==> src/rtl/ecp5pll_phase_ctrl.sv <==
`default_nettype none
// ============================================================================
// Module  : ecp5pll_phase_ctrl
// Purpose : Sequences the ECP5 PLL dynamic phase-shift inputs. It accepts
//           "shift channel X by N steps" commands, produces phasestep or
//           phaseloadreg pulses with fixed setup, width and gap, can wait for
//           lock, and tracks the applied fine-phase offset per channel.
// Revision: 1.0 - initial release
// ============================================================================
module ecp5pll_phase_ctrl #(
  parameter int SETUP        = 2,
  parameter int PULSE        = 4,
  parameter int GAP          = 4,
  parameter int LOCK_WAIT    = 1,
  parameter int LOCK_TIMEOUT = 65535
) (
  input  logic        clk_i,
  input  logic        reset,
  input  logic        cmd_valid,
  output logic        cmd_ready,
  input  logic [1:0]  cmd_sel,
  input  logic        cmd_dir,
  input  logic [7:0]  cmd_steps,
  input  logic        locked,
  output logic [1:0]  phasesel,
  output logic        phasedir,
  output logic        phasestep,
  output logic        phaseloadreg,
  output logic        busy,
  output logic        done,
  output logic        timeout_err,
  output logic [39:0] phase_pos
);

  localparam logic [2:0] c_IDLE     = 3'd0;
  localparam logic [2:0] c_SETUP    = 3'd1;
  localparam logic [2:0] c_PULSE    = 3'd2;
  localparam logic [2:0] c_GAP      = 3'd3;
  localparam logic [2:0] c_LOCKWAIT = 3'd4;

  localparam logic [15:0] c_SETUP_LAST = 16'(SETUP - 1);
  localparam logic [15:0] c_PULSE_LAST = 16'(PULSE - 1);
  localparam logic [15:0] c_GAP_LAST   = 16'(GAP - 1);
  localparam logic [15:0] c_TIMEOUT    = 16'(LOCK_TIMEOUT);

  logic [2:0]  r_state;
  logic [15:0] r_cnt;
  logic [7:0]  r_remaining;
  logic        r_load;
  logic [1:0]  r_phasesel;
  logic        r_phasedir;
  logic        r_phasestep;
  logic        r_phaseloadreg;
  logic        r_done;
  logic        r_timeout_err;
  logic [9:0]  r_pos [4];
  logic        r_lock_meta;
  logic        r_locked_s;
  logic        w_accept;

  // A command is taken only in IDLE and not in the cycle that reports done,
  // so ready reappears the cycle after the done pulse.
  assign cmd_ready    = (r_state == c_IDLE) && !r_done;
  assign w_accept     = cmd_valid && cmd_ready;
  assign busy         = (r_state != c_IDLE);
  assign done         = r_done;
  assign timeout_err  = r_timeout_err;
  assign phasesel     = r_phasesel;
  assign phasedir     = r_phasedir;
  assign phasestep    = r_phasestep;
  assign phaseloadreg = r_phaseloadreg;

  for (genvar g = 0; g < 4; g++) begin : g_pos
    assign phase_pos[10*g +: 10] = r_pos[g];
  end

  // Two-flop synchroniser for the asynchronous PLL lock indication.
  always_ff @(posedge clk_i) begin
    if (reset) begin
      r_lock_meta <= 1'b0;
      r_locked_s  <= 1'b0;
    end else begin
      r_lock_meta <= locked;
      r_locked_s  <= r_lock_meta;
    end
  end

  // Main sequencer: one shared counter times setup, pulse, gap and lock wait.
  always_ff @(posedge clk_i) begin
    if (reset) begin
      r_state        <= c_IDLE;
      r_cnt          <= '0;
      r_remaining    <= '0;
      r_load         <= 1'b0;
      r_phasesel     <= '0;
      r_phasedir     <= 1'b0;
      r_phasestep    <= 1'b0;
      r_phaseloadreg <= 1'b0;
      r_done         <= 1'b0;
      r_timeout_err  <= 1'b0;
      for (int i = 0; i < 4; i++) r_pos[i] <= '0;
    end else begin
      r_done <= 1'b0;
      case (r_state)
        c_IDLE: begin
          if (w_accept) begin
            r_phasesel    <= cmd_sel;
            r_phasedir    <= cmd_dir;
            r_remaining   <= cmd_steps;
            r_load        <= (cmd_steps == 8'd0);
            r_timeout_err <= 1'b0;
            r_cnt         <= '0;
            r_state       <= c_SETUP;
          end
        end
        c_SETUP: begin
          if (r_cnt == c_SETUP_LAST) begin
            r_cnt   <= '0;
            r_state <= c_PULSE;
            if (r_load) r_phaseloadreg <= 1'b1;
            else        r_phasestep    <= 1'b1;
          end else begin
            r_cnt <= r_cnt + 16'd1;
          end
        end
        c_PULSE: begin
          if (r_cnt == c_PULSE_LAST) begin
            r_cnt          <= '0;
            r_state        <= c_GAP;
            r_phasestep    <= 1'b0;
            r_phaseloadreg <= 1'b0;
            if (r_load) begin
              r_pos[r_phasesel] <= '0;
            end else begin
              // 10-bit arithmetic gives the mod-1024 wrap in both directions
              r_pos[r_phasesel] <= r_phasedir ? r_pos[r_phasesel] - 10'd1
                                              : r_pos[r_phasesel] + 10'd1;
              r_remaining       <= r_remaining - 8'd1;
            end
          end else begin
            r_cnt <= r_cnt + 16'd1;
          end
        end
        c_GAP: begin
          if (r_cnt == c_GAP_LAST) begin
            r_cnt <= '0;
            if (r_remaining != 8'd0) begin
              r_state <= c_PULSE;
              if (r_load) r_phaseloadreg <= 1'b1;
              else        r_phasestep    <= 1'b1;
            end else if (LOCK_WAIT != 0) begin
              r_state <= c_LOCKWAIT;
            end else begin
              r_done  <= 1'b1;
              r_state <= c_IDLE;
            end
          end else begin
            r_cnt <= r_cnt + 16'd1;
          end
        end
        c_LOCKWAIT: begin
          if (r_locked_s) begin
            r_done  <= 1'b1;
            r_state <= c_IDLE;
          end else if (r_cnt == c_TIMEOUT) begin
            r_timeout_err <= 1'b1;
            r_done        <= 1'b1;
            r_state       <= c_IDLE;
          end else begin
            r_cnt <= r_cnt + 16'd1;
          end
        end
        default: r_state <= c_IDLE;
      endcase
    end
  end

endmodule
`default_nettype wire
==> config.mk <==
export PLATFORM = sky130hd
export DESIGN_NAME = ecp5pll_phase_ctrl
export DESIGN_NICKNAME = d
export VERILOG_FILES = /design/src/rtl/ecp5pll_phase_ctrl.sv
export SDC_FILE = /design/constraint.sdc
export NUM_CORES = 1
export LEC_CHECK = 0
export ABC_AREA = 1
export ABC_CLOCK_PERIOD_IN_PS = 5800
export CAP_MARGIN = 20
export CORE_ASPECT_RATIO = 0.8
export CORE_MARGIN = 2
export CORE_UTILIZATION = 38
export CTS_BUF_LIST = sky130_fd_sc_hd__clkbuf_2 sky130_fd_sc_hd__clkbuf_4 sky130_fd_sc_hd__clkbuf_8
export CTS_CLUSTER_DIAMETER = 120
export DETAILED_ROUTE_END_ITERATION = 6
export DONT_BUFFER_PORTS = 1
export GPL_TIMING_DRIVEN = 0
export PLACE_DENSITY = 0.63
export SLEW_MARGIN = 10
export SYNTH_ARGS = -nofsm -noshare
export SYNTH_HDL_FRONTEND = slang
export SYNTH_SLANG_ARGS = --single-unit
==> constraint.sdc <==
create_clock -name clk_i -period 5.8 [get_ports clk_i]
set_clock_uncertainty 0.1 [all_clocks]
set_input_delay 0.58 -clock clk_i [delete_from_list [all_inputs] [get_ports clk_i]]
set_output_delay 0.58 -clock clk_i [all_outputs]
set_load 0.02 [all_outputs]
==> metrics.md <==
| Metric | Value |
|---|---|
| Outcome | `complete, no violations` |
| IO Pins | `64` |
| Fin. max-slew vios | `0` |
| Post-synthesis sequential area ratio | `44.5%` |
| Tmin final | `2.96 ns` |
| Worst r2r path cells | `13` |
| Vias after detailed routing | `3837` |
| Drt drc | `0` |
| Required @ worst endpoint | `5.81 ns` |
| Place WS | `2.90 ns` |
| Clock tree root buffer cell | `clkbuf_8` |
| Hold Path End | `r_lock_meta$_SDFF_PP0_` |
| Initial DRC Count | `361` |
| Netlist Area Pre-Place | `0.00445 mm²` |
| Pwr dens | `410 mW/mm²` |
| Worst-skew pair later-pin latency | `0.36 ns` |
| Tightest Pin Transition | `0.965 ns` |
| Largest family of logic cells by synthesized area | `simple AND/OR/NAND/NOR gates` |
| Cts bufs inserted | `9` |
| H-tree Lvls | `3` |
| Leak | `2.00 nW` |
| Setup ws final | `2.84 ns` |
| Setup bufs post-CTS | `0` |
| Syn_nets | `616` |
| Die height | `101 µm` |
| Yosys top cell by area | `edfxtp_1` |
| Post-DRT Antenna Nets | `0` |
| Max-cap violations | `0` |
| Mux contribution to synthesized area | `0.225%` |
| Worst Hold Depth | `2` |
| Maximum clock path buffer count | `2` |
| Clock transition at path regs | `0.08 ns` |
| CP arrival | `2.97 ns` |
| Synth Area in XOR/XNOR | `1.38%` |
| First-pass GRT wire length | `18.5 mm` |
| Slowest-stage cell, CP | `clkbuf_1` |
| Initial antenna violation count | `0` |
| Hold-fix buffers, CTS | `0` |
| Gpl congestion | `0.906` |
| Nets | `628` |
| Die width | `125 µm` |
| Post-CTS Resized | `0` |
| CTS tree | `done` |
| Syn. warnings | `0` |
| First-pass DRT Iterations | `5` |
| Setup TNS | `0 ns` |
| Core Box Area | `0.0115 mm²` |
| Detail-routed via count per cell | `5.09` |
| Routed WL | `11.4 mm` |
| #FFs+latches synth | `79` |
| Largest net degree at the start of global routing | `15` |
| Crit. End Element | `flop` |
| Adder-Cell Fraction of Synth Area | `3.54%` |
| Hold path startpoint | `locked` |
| Fill cell total of the finished layout | `1189` |
| Count leader, synth | `nand2_1` |
| Library cells used by synthesis | `40` |
| Slew margin rel. | `34.9%` |
| Main synth FF type | `edfxtp_1` |
| Post-synth EDFFs | `40` |
| RSZ-0062 raised after global routing | `false` |
| VDD IR max | `0.219 mV` |
| Synthesized area per cell | `7.56 µm²` |
| Kind of critical path | `flop to flop` |
| CP delay by family, top | `buffers and inverters` |
| Antenna cell count | `0` |
| Largest stage delay on the critical path | `0.45 ns` |
| Async set-or-reset flop fraction in the synthesized netlist | `0%` |
| Post-synth top cells | `127 x nand2_1, 103 x nor2_1, 65 x inv_1` |
| R2R Setup Slk | `2.84 ns` |
| RR Endpoint | `r_pos[3][9]$_DFFE_PP_` |
| Vias in the first global route | `3535` |
| Grt ovf | `0` |
| Total GRT Usage | `18.6%` |
| Buf/Inv on CP | `3` |
| Worst hold path type | `input pin to flop` |
| Crit path max fanout | `10` |
| Share of the synthesized area in the top cell type | `27.0%` |
| FF+latch area | `0.00198 mm²` |
| DP HPWL | `8.37 mm` |
| Hold Fails Final Rpt | `0` |
| CP Launch Type | `flop` |
| Area grow syn2layout | `9.44%` |
| Mapped Cells | `589` |
| Crit-path cells | `buf_2, clkbuf_1, o21ai_0, o22ai_1, ha_1, nand2_1, nand2_1, nand3_1, nand2_1, a21oi_1, nand3_1, nand3_1, inv_1` |
| PortBufs | `0` |
| Fmax | `0.338 GHz` |
| Ranking of synthesized cells by area | `edfxtp_1 27%, dfxtp_1 18%, nand2_1 11%` |
| Setup violators final | `0` |
| Synth Area in Compound Gates | `11.4%` |
| Row cnt | `35` |
| Area of the multi-input gates | `0.00212 mm²` |
| Initial Util | `38.8%` |
| Wirelength per Cell | `15.1 µm` |
| Synth Area in Simple Gates | `30.8%` |
| Area of the die | `0.0126 mm²` |
| Clock Sinks | `79` |
| Period utilization | `51.0%` |
| Fraction of layout cells with a size suffix above 1 | `9.41%` |
## placed cells by master (no fill, tap or decap), drive strengths merged, types with 3 or more instances in the layout
cell type | netlist | routed
nand4 | 6 | 6
xor2 | 5 | 5
a21oi | 35 | 35
clkinv | 1 | 3
inv | 73 | 74
o21bai | 5 | 5
nand2 | 131 | 131
o21ai | 35 | 35
a211oi | 3 | 3
dfxtp | 39 | 39
or2 | 3 | 3
o22ai | 7 | 7
edfxtp | 40 | 40
nor3 | 4 | 4
nor2 | 114 | 114
a31oi | 3 | 3
ha | 11 | 11
nand3 | 43 | 43
buf | 10 | 11
clkbuf | 6 | 16
## report_power, final
part	switching (mW)	total, mW	internal (mW)
sequential	0.0950	0.748	0.653
combinational	0.538	0.800	0.263
clock	0.204	0.450	0.246
## registers in the layout (all words and copies together) (netlist names), named ones only
signal / count
r_pos: 40
r_cnt: 16
r_remaining: 8
r_state: 3
phasesel: 2
done: 1
phasedir: 1
phaseloadreg: 1
phasestep: 1
r_load: 1
r_lock_meta: 1
r_locked_s: 1
timeout_err: 1
## final cells by class
class,instances,share of cell area (%)
Sequential cell,79,40.7
Clock buffer,10,2.70
Tap cell,148,3.80
Multi-Input combinational cell,420,43.4
Buffer,16,1.75
Clock inverter,6,1.75
Timing Repair Buffer,1,0.231
Inverter,74,5.70
## routing by layer
metal  track usage, %  up-vias  part of all wire, %
met5                0        -                    0
met4             6.07        0                  1.6
met3             5.89       14                  7.6
met2             28.5      115                   44
met1             25.2     1757                   47
li1                 -     1951                    -
## worst reg2reg max path, delay by kind of cell, from the launching register on
| kind | cells | cell delay [ns] |
|---|---|---|
| buffers and inverters | 3 | 0.77 |
| adders and majority gates | 1 | 0.33 |
| DFF | 1 | 0.35 |
| and+or+nand+nor | 6 | 0.56 |
| AOI/OAI and AO/OA | 3 | 0.60 |
## stage by stage
stage                     utilization [%]  area [µm²]  total power [mW]  cells  hold slack, ns
after floorplan                         -        4450              1.37    589           0.288
after global placement               40.4        4640              1.54    737           0.290
after detailed placement             40.6        4660              1.55    738           0.298
after CTS                            42.5        4870              2.00    754           0.210
after global routing                 42.5        4870              2.15    754           0.209
final                                42.5        4870              2.00    754           0.223
## how the worst max path moves through the flow
stage	startpoint	slack, ns	cells after the start	to
2_1_floorplan	r_state[1]$_SDFFE_PP0P_	3.14	6	r_pos[3][0]$_DFFE_PP_
3_3_place_gp	r_state[1]$_SDFFE_PP0P_	1.86	6	r_pos[3][7]$_DFFE_PP_
3_5_place_dp	flop	2.90	13	r_pos[2][9]$_SDFFCE_PN0P_
4_1_cts	flop	2.87	11	r_pos[0][6]$_SDFFCE_PN0P_
5_1_grt	flop	2.68	15	r_pos[1][6]$_SDFFCE_PN0P_
6_report	flop	2.84	13	r_pos[3][9]$_DFFE_PP_
## cell families (layout without fill, tap and decap cells)
logic type | Yosys count | in the layout
mux | 1 | 1
buf+inv | 90 | 107
flops | 79 | 79
xor+xnor | 7 | 7
simple gates | 308 | 308
compound gates | 92 | 92
fa+ha+maj | 12 | 12
No activity file was read; power rests on OpenSTA's default activity.
